File: src/rtl/lsu_pkg.sv
// Shared encodings for the load/store unit: access sizes, FSM states and byte-count helper.
package lsu_pkg;

  localparam logic [1:0] SZ_BYTE = 2'b00;
  localparam logic [1:0] SZ_HALF = 2'b01;
  localparam logic [1:0] SZ_WORD = 2'b10;
  localparam logic [1:0] SZ_BAD  = 2'b11;

  typedef enum logic [1:0] {
    ST_IDLE   = 2'd0,
    ST_ACCESS = 2'd1,
    ST_RESP   = 2'd2
  } lsu_state_e;

  // Illegal size maps to 1 so range arithmetic stays defined; it is flagged as an error anyway.
  function automatic logic [2:0] size_to_bytes(input logic [1:0] size);
    case (size)
      SZ_HALF: size_to_bytes = 3'd2;
      SZ_WORD: size_to_bytes = 3'd4;
      default: size_to_bytes = 3'd1;
    endcase
  endfunction

endpackage

File: src/rtl/load_extend.sv
// Extends the assembled big-endian load value (low 8*N bits of sh) to 32 bits.
module load_extend
  import lsu_pkg::*;
(
  input  logic [31:0] sh,
  input  logic [1:0]  size,
  input  logic        is_signed,
  output logic [31:0] rdata
);

  always_comb begin
    rdata = '0;
    case (size)
      SZ_BYTE: rdata = {{24{is_signed & sh[7]}}, sh[7:0]};
      SZ_HALF: rdata = {{16{is_signed & sh[15]}}, sh[15:0]};
      SZ_WORD: rdata = sh;
      default: rdata = '0;
    endcase
  end

endmodule

File: src/rtl/load_store_unit.sv
// Serialises LW/LH/LB/SW/SH/SB requests into byte accesses on a byte-wide, big-endian memory.
//   state     | meaning
//   ST_IDLE   | ready for a request; errors detected at accept go straight to ST_RESP
//   ST_ACCESS | one byte strobe per cycle, rem_q counts down to the last byte
//   ST_RESP   | one-cycle registered response pulse
module load_store_unit
  import lsu_pkg::*;
#(
  parameter int ADDR_W      = 8,
  parameter bit CHECK_ALIGN = 1'b1
) (
  input  logic              clk,
  input  logic              rst,
  input  logic              req_valid,
  output logic              req_ready,
  input  logic              req_write,
  input  logic [1:0]        req_size,
  input  logic              req_signed,
  input  logic [31:0]       req_addr,
  input  logic [31:0]       req_wdata,
  output logic              resp_valid,
  output logic [31:0]       resp_rdata,
  output logic              resp_error,
  output logic [ADDR_W-1:0] mem_addr,
  output logic              mem_re,
  output logic              mem_we,
  output logic [7:0]        mem_wdata,
  input  logic [7:0]        mem_rdata
);

  lsu_state_e state, state_nxt;

  logic              accept;
  logic [2:0]        req_n;
  logic [32:0]       req_end;
  logic              req_err;

  logic              wr_q;
  logic              sgn_q;
  logic [1:0]        size_q;
  logic [ADDR_W-1:0] base_q;
  logic [31:0]       wdata_q;
  logic [1:0]        last_q;
  logic [1:0]        rem_q;
  logic [1:0]        idx;
  logic [31:0]       sh_q;
  logic [31:0]       sh_nxt;
  logic [31:0]       ext;

  assign req_ready = (state == ST_IDLE);
  assign accept    = req_valid & req_ready;
  assign req_n     = size_to_bytes(req_size);

  // 33-bit end address: any bit at or above ADDR_W means out of range or upper address bits set.
  assign req_end   = {1'b0, req_addr} + {30'd0, req_n} - 33'd1;

  always_comb begin
    req_err = 1'b0;
    if (req_size == SZ_BAD)
      req_err = 1'b1;
    if (CHECK_ALIGN && (req_size == SZ_HALF) && req_addr[0])
      req_err = 1'b1;
    if (CHECK_ALIGN && (req_size == SZ_WORD) && (req_addr[1:0] != 2'b00))
      req_err = 1'b1;
    if (req_end[32:ADDR_W] != '0)
      req_err = 1'b1;
  end

  // rem_q counts down from N-1, so it directly selects the store byte (MSB first).
  assign idx    = last_q - rem_q;
  assign sh_nxt = {sh_q[23:0], mem_rdata};

  load_extend u_load_extend (
    .sh        (sh_nxt),
    .size      (size_q),
    .is_signed (sgn_q),
    .rdata     (ext)
  );

  always_ff @(posedge clk or posedge rst) begin
    if (rst)
      state <= ST_IDLE;
    else
      state <= state_nxt;
  end

  always_comb begin
    state_nxt = state;
    mem_addr  = '0;
    mem_re    = 1'b0;
    mem_we    = 1'b0;
    mem_wdata = '0;
    case (state)
      ST_IDLE: begin
        if (accept)
          state_nxt = req_err ? ST_RESP : ST_ACCESS;
      end
      ST_ACCESS: begin
        mem_addr = base_q + ADDR_W'(idx);
        mem_re   = ~wr_q;
        mem_we   = wr_q;
        if (wr_q)
          mem_wdata = wdata_q[{rem_q, 3'b000} +: 8];
        if (rem_q == 2'd0)
          state_nxt = ST_RESP;
      end
      ST_RESP:   state_nxt = ST_IDLE;
      default:   state_nxt = ST_IDLE;
    endcase
  end

  always_ff @(posedge clk or posedge rst) begin
    if (rst) begin
      wr_q       <= 1'b0;
      sgn_q      <= 1'b0;
      size_q     <= SZ_BYTE;
      base_q     <= '0;
      wdata_q    <= '0;
      last_q     <= '0;
      rem_q      <= '0;
      sh_q       <= '0;
      resp_valid <= 1'b0;
      resp_error <= 1'b0;
      resp_rdata <= '0;
    end else begin
      resp_valid <= 1'b0;
      resp_error <= 1'b0;
      resp_rdata <= '0;

      if (accept) begin
        wr_q    <= req_write;
        sgn_q   <= req_signed;
        size_q  <= req_size;
        base_q  <= req_addr[ADDR_W-1:0];
        wdata_q <= req_wdata;
        last_q  <= 2'(req_n - 3'd1);
        rem_q   <= 2'(req_n - 3'd1);
        sh_q    <= '0;
      end

      if (state == ST_ACCESS) begin
        if (rem_q != 2'd0)
          rem_q <= rem_q - 2'd1;
        if (!wr_q)
          sh_q <= sh_nxt;
      end

      // The last load byte is folded in via sh_nxt so the response is registered on entry to RESP.
      if (state_nxt == ST_RESP) begin
        resp_valid <= 1'b1;
        resp_error <= (state == ST_IDLE);
        if ((state == ST_ACCESS) && !wr_q)
          resp_rdata <= ext;
      end
    end
  end

endmodule

File: config.mk
export PLATFORM = sky130hd
export DESIGN_NAME = load_store_unit
export DESIGN_NICKNAME = d
export VERILOG_FILES = /design/src/rtl/lsu_pkg.sv /design/src/rtl/load_extend.sv /design/src/rtl/load_store_unit.sv
export SDC_FILE = /design/constraint.sdc
export NUM_CORES = 1
export LEC_CHECK = 0
export CORE_MARGIN = 2
export CORE_UTILIZATION = 29
export CTS_CLUSTER_SIZE = 12
export DETAILED_ROUTE_END_ITERATION = 8
export RECOVER_POWER = 50
export SYNTH_ARGS = -nofsm -noshare
export SYNTH_HDL_FRONTEND = slang
export SYNTH_SLANG_ARGS = --single-unit
export TNS_END_PERCENT = 5
File: constraint.sdc
create_clock -name clk -period 3.8 [get_ports clk]
set_input_delay 0.76 -clock clk [delete_from_list [all_inputs] [get_ports clk]]
set_output_delay 0.76 -clock clk [all_outputs]
set_load 0.05 [all_outputs]
[Yosys cells after proc, flatten, opt, wreduce, memory -nomap -nowiden]
Index checks and enable logic that the tools add are counted.
Storage, ports and cells
  input port bits: 79
  output and inout bits: 53
  word-level logic and storage cells: 65
  register bits: 116
Cells by class
  muxes and demuxes: 25
  shift-type cells: 1
  eq/ne operators: 7
  bitwise gates (word level): 4
  reduce and logical (&&, ||, !) cells: 10
  add/sub/neg operators: 6
Operators by type and width (count)
  two-way mux 32 bit: 5
  case mux 32 bit (3 select lines): 1
  adder 32 x 3 -> 33 bit: 1
  subtractor 33 x 1 -> 33 bit, second input constant: 1
  variable part select 32 x 6 -> 8 bit: 1
  nonzero test 25 bit: 1
  two-way mux 8 bit: 3
  two-way mux 2 bit: 6
  adder 8 x 2 -> 8 bit: 1
  equality test 2 bit, second input constant: 4
  two-way mux 1 bit: 8
  equality test 2 x 1 -> 1 bit, second input constant: 3
  logical NOT 2 bit: 3
  case mux 3 bit (2 select lines): 1
  case mux 2 bit (2 select lines): 1
  nonzero test 2 bit: 2
  subtractor 2 x 1 -> 2 bit, second input constant: 2
  AND 1 bit: 3
  logical AND 1 bit: 3
  subtractor 2 bit: 1
  logical NOT 1 bit: 1
  inverter 1 bit: 1

[Logic depth before layout (Yosys ltp)]
  word-level depth: 11
  gate-level depth with buffers: 15
  depth with buffers taken out: 15

[Cells and area by module]
From an unflattened synthesis, not the netlist that was laid out.
Second synthesis, totals
  cell total of the unflattened synthesis: 797
  area, all modules: 7015.5 sq um
Modules (own cells, without submodules)
  load_store_unit: area an instance 6592.6 sq um, cells each 743, instances 1, sequential area each 2702.6 sq um
  load_extend: area an instance 422.9 sq um, cells each 54, instances 1, sequential area each 0.0 sq um

[Worst setup path before layout]
Ideal clock, no wire load.
  path kind: input to register
  start point: input port req_size[0]
  end point: register resp_valid
  buffers on the path: 0
  setup slack: 369 ps
  arrival: 3300 ps
  cell stages on the path: 15
  required time: 3669 ps
  setup time: 131 ps
  cell sequence: inv_1 > ha_1 > inv_1 > ha_1 > inv_1 > ha_1 > nand2b_1 > o21ai_2 > a21oi_4 > o211ai_4 > o32ai_1 > or4b_1 > nor4_2 > and4_4 > o21ai_1
Between the ends
  longest elaborated chain between the ends: 11
  elaborated cells between the ends (all ways): 18
  those cells by class: add/sub (2); eq/ne (4); mux (9); reduce/logical (3)
RTL lines
  start: declaration: line load_store_unit.sv:17  | input logic [1:0] req_size,
  equality test 2 bit or equality test 2 x 1 -> 1 bit (tied branches): line lsu_pkg.sv:17, load_store_unit.sv:63, load_store_unit.sv:61
  case mux 3 bit (2 select lines): line lsu_pkg.sv:17  | case (size)
  adder 32 x 3 -> 33 bit: line load_store_unit.sv:55  | assign req_end = {1'b0, req_addr} + {30'd0, req_n} - 33'd1;
  subtractor 33 x 1 -> 33 bit: line load_store_unit.sv:55
  nonzero test 25 bit: line load_store_unit.sv:65  | if (req_end[32:ADDR_W] != '0)
  two-way mux 1 bit (*): line load_store_unit.sv:65
  two-way mux 2 bit (*): line load_store_unit.sv:96  | state_nxt = req_err ? ST_RESP : ST_ACCESS;
  two-way mux 2 bit (*): line load_store_unit.sv:95  | if (accept)
  case mux 2 bit (2 select lines) (*): line load_store_unit.sv:93  | case (state)
  equality test 2 bit (*): line load_store_unit.sv:149  | if (state_nxt == ST_RESP) begin
  two-way mux 1 bit (*): line load_store_unit.sv:149
  end signal: assignment: line load_store_unit.sv:122  | resp_valid <= 1'b0;
  end signal: assignment: line load_store_unit.sv:126  | resp_valid <= 1'b0;
  end signal: assignment: line load_store_unit.sv:150  | resp_valid <= 1'b1;
  end: declaration: line load_store_unit.sv:21  | output logic resp_valid,
Mark *: on every way between the ends. The rest lies on a longest branch, timed or not.
A chain may end at the register's enable or synchronous reset.

[Final worst setup path]
  start point: input port req_addr[2]
  end point: register resp_valid
Between the ends
  longest elaborated chain between the ends: 9
RTL lines
  start: declaration: line load_store_unit.sv:19  | input logic [31:0] req_addr,
  adder 32 x 3 -> 33 bit: line load_store_unit.sv:55
  subtractor 33 x 1 -> 33 bit: line load_store_unit.sv:55
  nonzero test 25 bit: line load_store_unit.sv:65
  two-way mux 1 bit: line load_store_unit.sv:65
  two-way mux 2 bit: line load_store_unit.sv:96
  two-way mux 2 bit: line load_store_unit.sv:95
  case mux 2 bit (2 select lines): line load_store_unit.sv:93
  equality test 2 bit: line load_store_unit.sv:149
  two-way mux 1 bit: line load_store_unit.sv:149
Every way passes these cells.

==> results.toml <==
[floorplanning]
pin_count = 132
initial_core_util_pct = 29.32
die_width_um = 157.6
coreArea_um2 = 23330
chipHeight_um = 157.6
placementRows = 56
design.die.area_um2 = 24840

[timing]
grt_setup_unrepaired = "false"
setup_slack_ns = 0.2045
clock-skew-final_ns = 0.01323
fin_worst_hold_slack_ns = 0.4698
fin_crit_sh_pct = 94.62
fmaxAchievable_mhz = 278.1
finalSetupViolations = 0
timing.final.hold_violations = 0
finalMaxSlewViolations = 95
worst_margin_pin_slew_ns = 2.089
slew_headroom_pct = -39.44
post-route-min-period_ns = 3.595

[grt]
globalRouteOverflowTotal = 0
grt_first_pass_wirelength_um = 29680
track_usage_pct = 14.78
antenna_found_initial = 0
grt_start_max_net_pins = 58
first_global_vias = 5829

[clocking]
cts.htree.levels = 3
clkTransAtPathRegs_ns = 0.07
clock_path_buffers = 2
cts_root_buf = "clkbuf_16"
clock_sinks = 108
cts_buffers = 9
clk-insertion-delay-late_ns = 0.35
cts_hold_repair.buffers = 0
cts_tree = "built"

[power_and_ir_drop]
p_int_mw = 2.153
power.density_cell_area_nw_per_um2 = 337.0
power.switching_mw = 0.9372
seqPwrFrac_pct = 41.3
power.clock.fraction_pct = 30.1
totalPowerFinal_mw = 3.090
leakage_power_nw = 4.221
vdd.ir_drop.worst_v = 0.0001941
power_switching_share_pct = 30.33
power.share.combinational_pct = 28.5

[synthesis]
yosys_register_bits = 108
yosysUniqueCellTypes = 82
yosysWarnings = 0
synthesized_netlist_cell_count = 774
synth-async-reset-ratio_pct = 100.0
yosysTopAreaCell = "dfrtp_1"
yosysSeqAreaShare_pct = 39.50
synth.net_count = 893
synth_ff_type = "dfrtp_1"
count_of_flip_flops_with_a_built_in_enable_after_synthesis = 0
synth.avg_cell_area_um2 = 8.839
synth_top_area_share_pct = 39.50
synth.cell_area_um2 = 6842
post_synth_main_area_contributors = "dfrtp_1, nand2_1, ha_1"

[critical_path]
critical_path.cell_chain = "clkdlybuf4s50_1 -> inv_1 -> ha_1 -> inv_1 -> ha_1 -> nand2b_1 -> o21ai_2 -> buf_4 -> nand4_1 -> nand3_2 -> xor2_1 -> or4b_4 -> nor4_4 -> and4_4 -> o21ai_1"
setup.worst_path.class = "in -> reg"
critPathArrivalTime_ns = 3.78
crit_slowest_cell = "or4b_4"
end_kind = "flip-flop"
startpoint_type = "input pin"
timing.critical_path.buf_inv = 4
worst_path_largest_cell_delay_ns = 0.49
cp_top_family = "simple AND/OR/NAND/NOR gates"
path_max_fanout = 4
worst-endpoint-required_ns = 3.99

[final_layout]
finalNetCount = 1052
fraction_of_layout_cells_with_a_size_suffix_above_1_pct = 14.61
most_common_library_cell_in_the_layout_ignoring_fill_and_taps = "nand2_1"
finalNonFillerCells = 1257
layout.filler_cells = 2357
mostFrequentLayoutCells = "nand2_1, clkdlybuf4s50_1, dfrtp_1, buf_4, a21oi_1"
antennaDiodeCount = 0
areaGrowthSynthToFinish_pct = 34.03

[route]
vias = 5986
detail-route-antenna-nets = 0
drt_first_iter_violations = 312
wl_um = 18360
number_of_remaining_drc_errors = 0
route.detailed.vias_per_inst = 4.762
firstDrtPassIters = 5
route.detailed.wl_per_inst_um = 14.61

[status]
violations_in_the_final_reports = "capacitance limit, slew limit"
status = "complete, but fails checks"

[placement]
hpwlAfterDp_um = 13880
placed_cells_incl_taps = 1238
buffer_ports.inserted = 131
routabilityCongestion = 0.8957
placement.setup.worst_slack_ns = -0.3421

[min_path]
worst_hold_path_type = "reg -> reg"

[job]
cap_viol_max_count = 2
-- registers in the layout, summed over array words and instances (netlist names), 2 cells and up --
register and flops:
base_q 8, rem_q 2, last_q 2, state 2
wdata_q 32, resp_rdata 32, sh_q 24, size_q 2
-- per-layer routing --
metal	routed length (µm)	vias to the layer above	track usage (%)
met5	0	-	0
met3	669	16	1.588
li1	-	3020	-
met2	8730	137	24.66
met1	8746	2813	20.60
met4	214	0	3.506
-- cell type report --
cell class                      count  area, µm²  area share (%)
Clock buffer                       11      232.7           2.538
Sequential cell                   108       2703           29.47
Timing Repair Buffer              194       1856           20.23
Multi-Input combinational cell    568       3722           40.59
Clock inverter                      5      62.56          0.6822
Tap cell                          319      399.1           4.353
Inverter                           52      195.2           2.129
-- power groups by stage --
stage               Combinational, mW  Clock [mW]  Sequential (mW)
global route                    0.981        1.01             1.29
CTS                             0.870       0.963             1.28
detailed placement              0.865           0             1.30
floorplan                       0.584           0             1.28
global placement                0.862           0             1.30
finish                          0.881       0.931             1.28
-- worst min-delay path, stage by stage (launching register included) --
cell	delay [ns]
dfrtp_1	0.34
nand2_1	0.05
nand2_1	0.05
-- synthesized netlist by cell type, drive strengths merged, types with 3 or more instances --
| library cell | n |
|---|---|
| nand2 | 166 |
| dfrtp | 108 |
| a21oi | 62 |
| inv | 52 |
| ha | 39 |
| o21ai | 39 |
| nor2 | 38 |
| clkbuf | 26 |
| a22o | 24 |
| buf | 20 |
| a21o | 18 |
| nand3 | 17 |
| nand4 | 16 |
| and2 | 15 |
| and3 | 12 |
| nor3 | 10 |
| o211ai | 9 |
| mux4 | 8 |
| a211oi | 7 |
| or3 | 7 |
| xnor2 | 7 |
| nand2b | 6 |
| nor2b | 5 |
| xor2 | 5 |
| nor4 | 4 |
| o21a | 4 |
| a31oi | 3 |
| and4 | 3 |
| mux2 | 3 |
| o311ai | 3 |
| or2 | 3 |
-- stage by stage --
stage / setup TNS [ns] / utilization (%) / area [µm²]
floorplan: 0 / - / 6842
global placement: -0.9615 / 37.71 / 8798
detailed placement: -1.304 / 37.71 / 8798
CTS: 0 / 38.97 / 9094
global route: 0 / 39.30 / 9170
finish: 0 / 39.30 / 9170
-- logic make-up (layout without fill, tap and decap cells) --
family	Yosys count	after routing	share of synthesized area, %
compound gates	196	196	20.21
fa+ha+maj	40	40	7.425
buf+inv	98	262	6.968
simple gates	308	308	21.09
flops	108	108	39.50
mux	12	12	3.274
xor+xnor	12	12	1.536
-- final timing paths --
kind | startpoint | endpoint | slack (ns) | cells after the start
worst max-delay path | req_addr[2] | resp_valid | 0.20 | 15
worst min-delay path | wdata_q[29] | wdata_q[29] | 0.47 | 2
worst max register to register | state[0] | rem_q[0] | 1.09 | 6
worst min register to register | wdata_q[29] | wdata_q[29] | 0.47 | 2
max in group asynchronous | rst | state[0] | 1.03 | 2
min in group asynchronous | rst | wdata_q[7] | 1.56 | 2
-- repair_timing --
item | CTS | global route
resized for setup | 0 | 15
buffers inserted | 0 | 3
endpoints found under the setup margin | 0 | 4
Note: power is estimated with default switching activity, not from simulation.
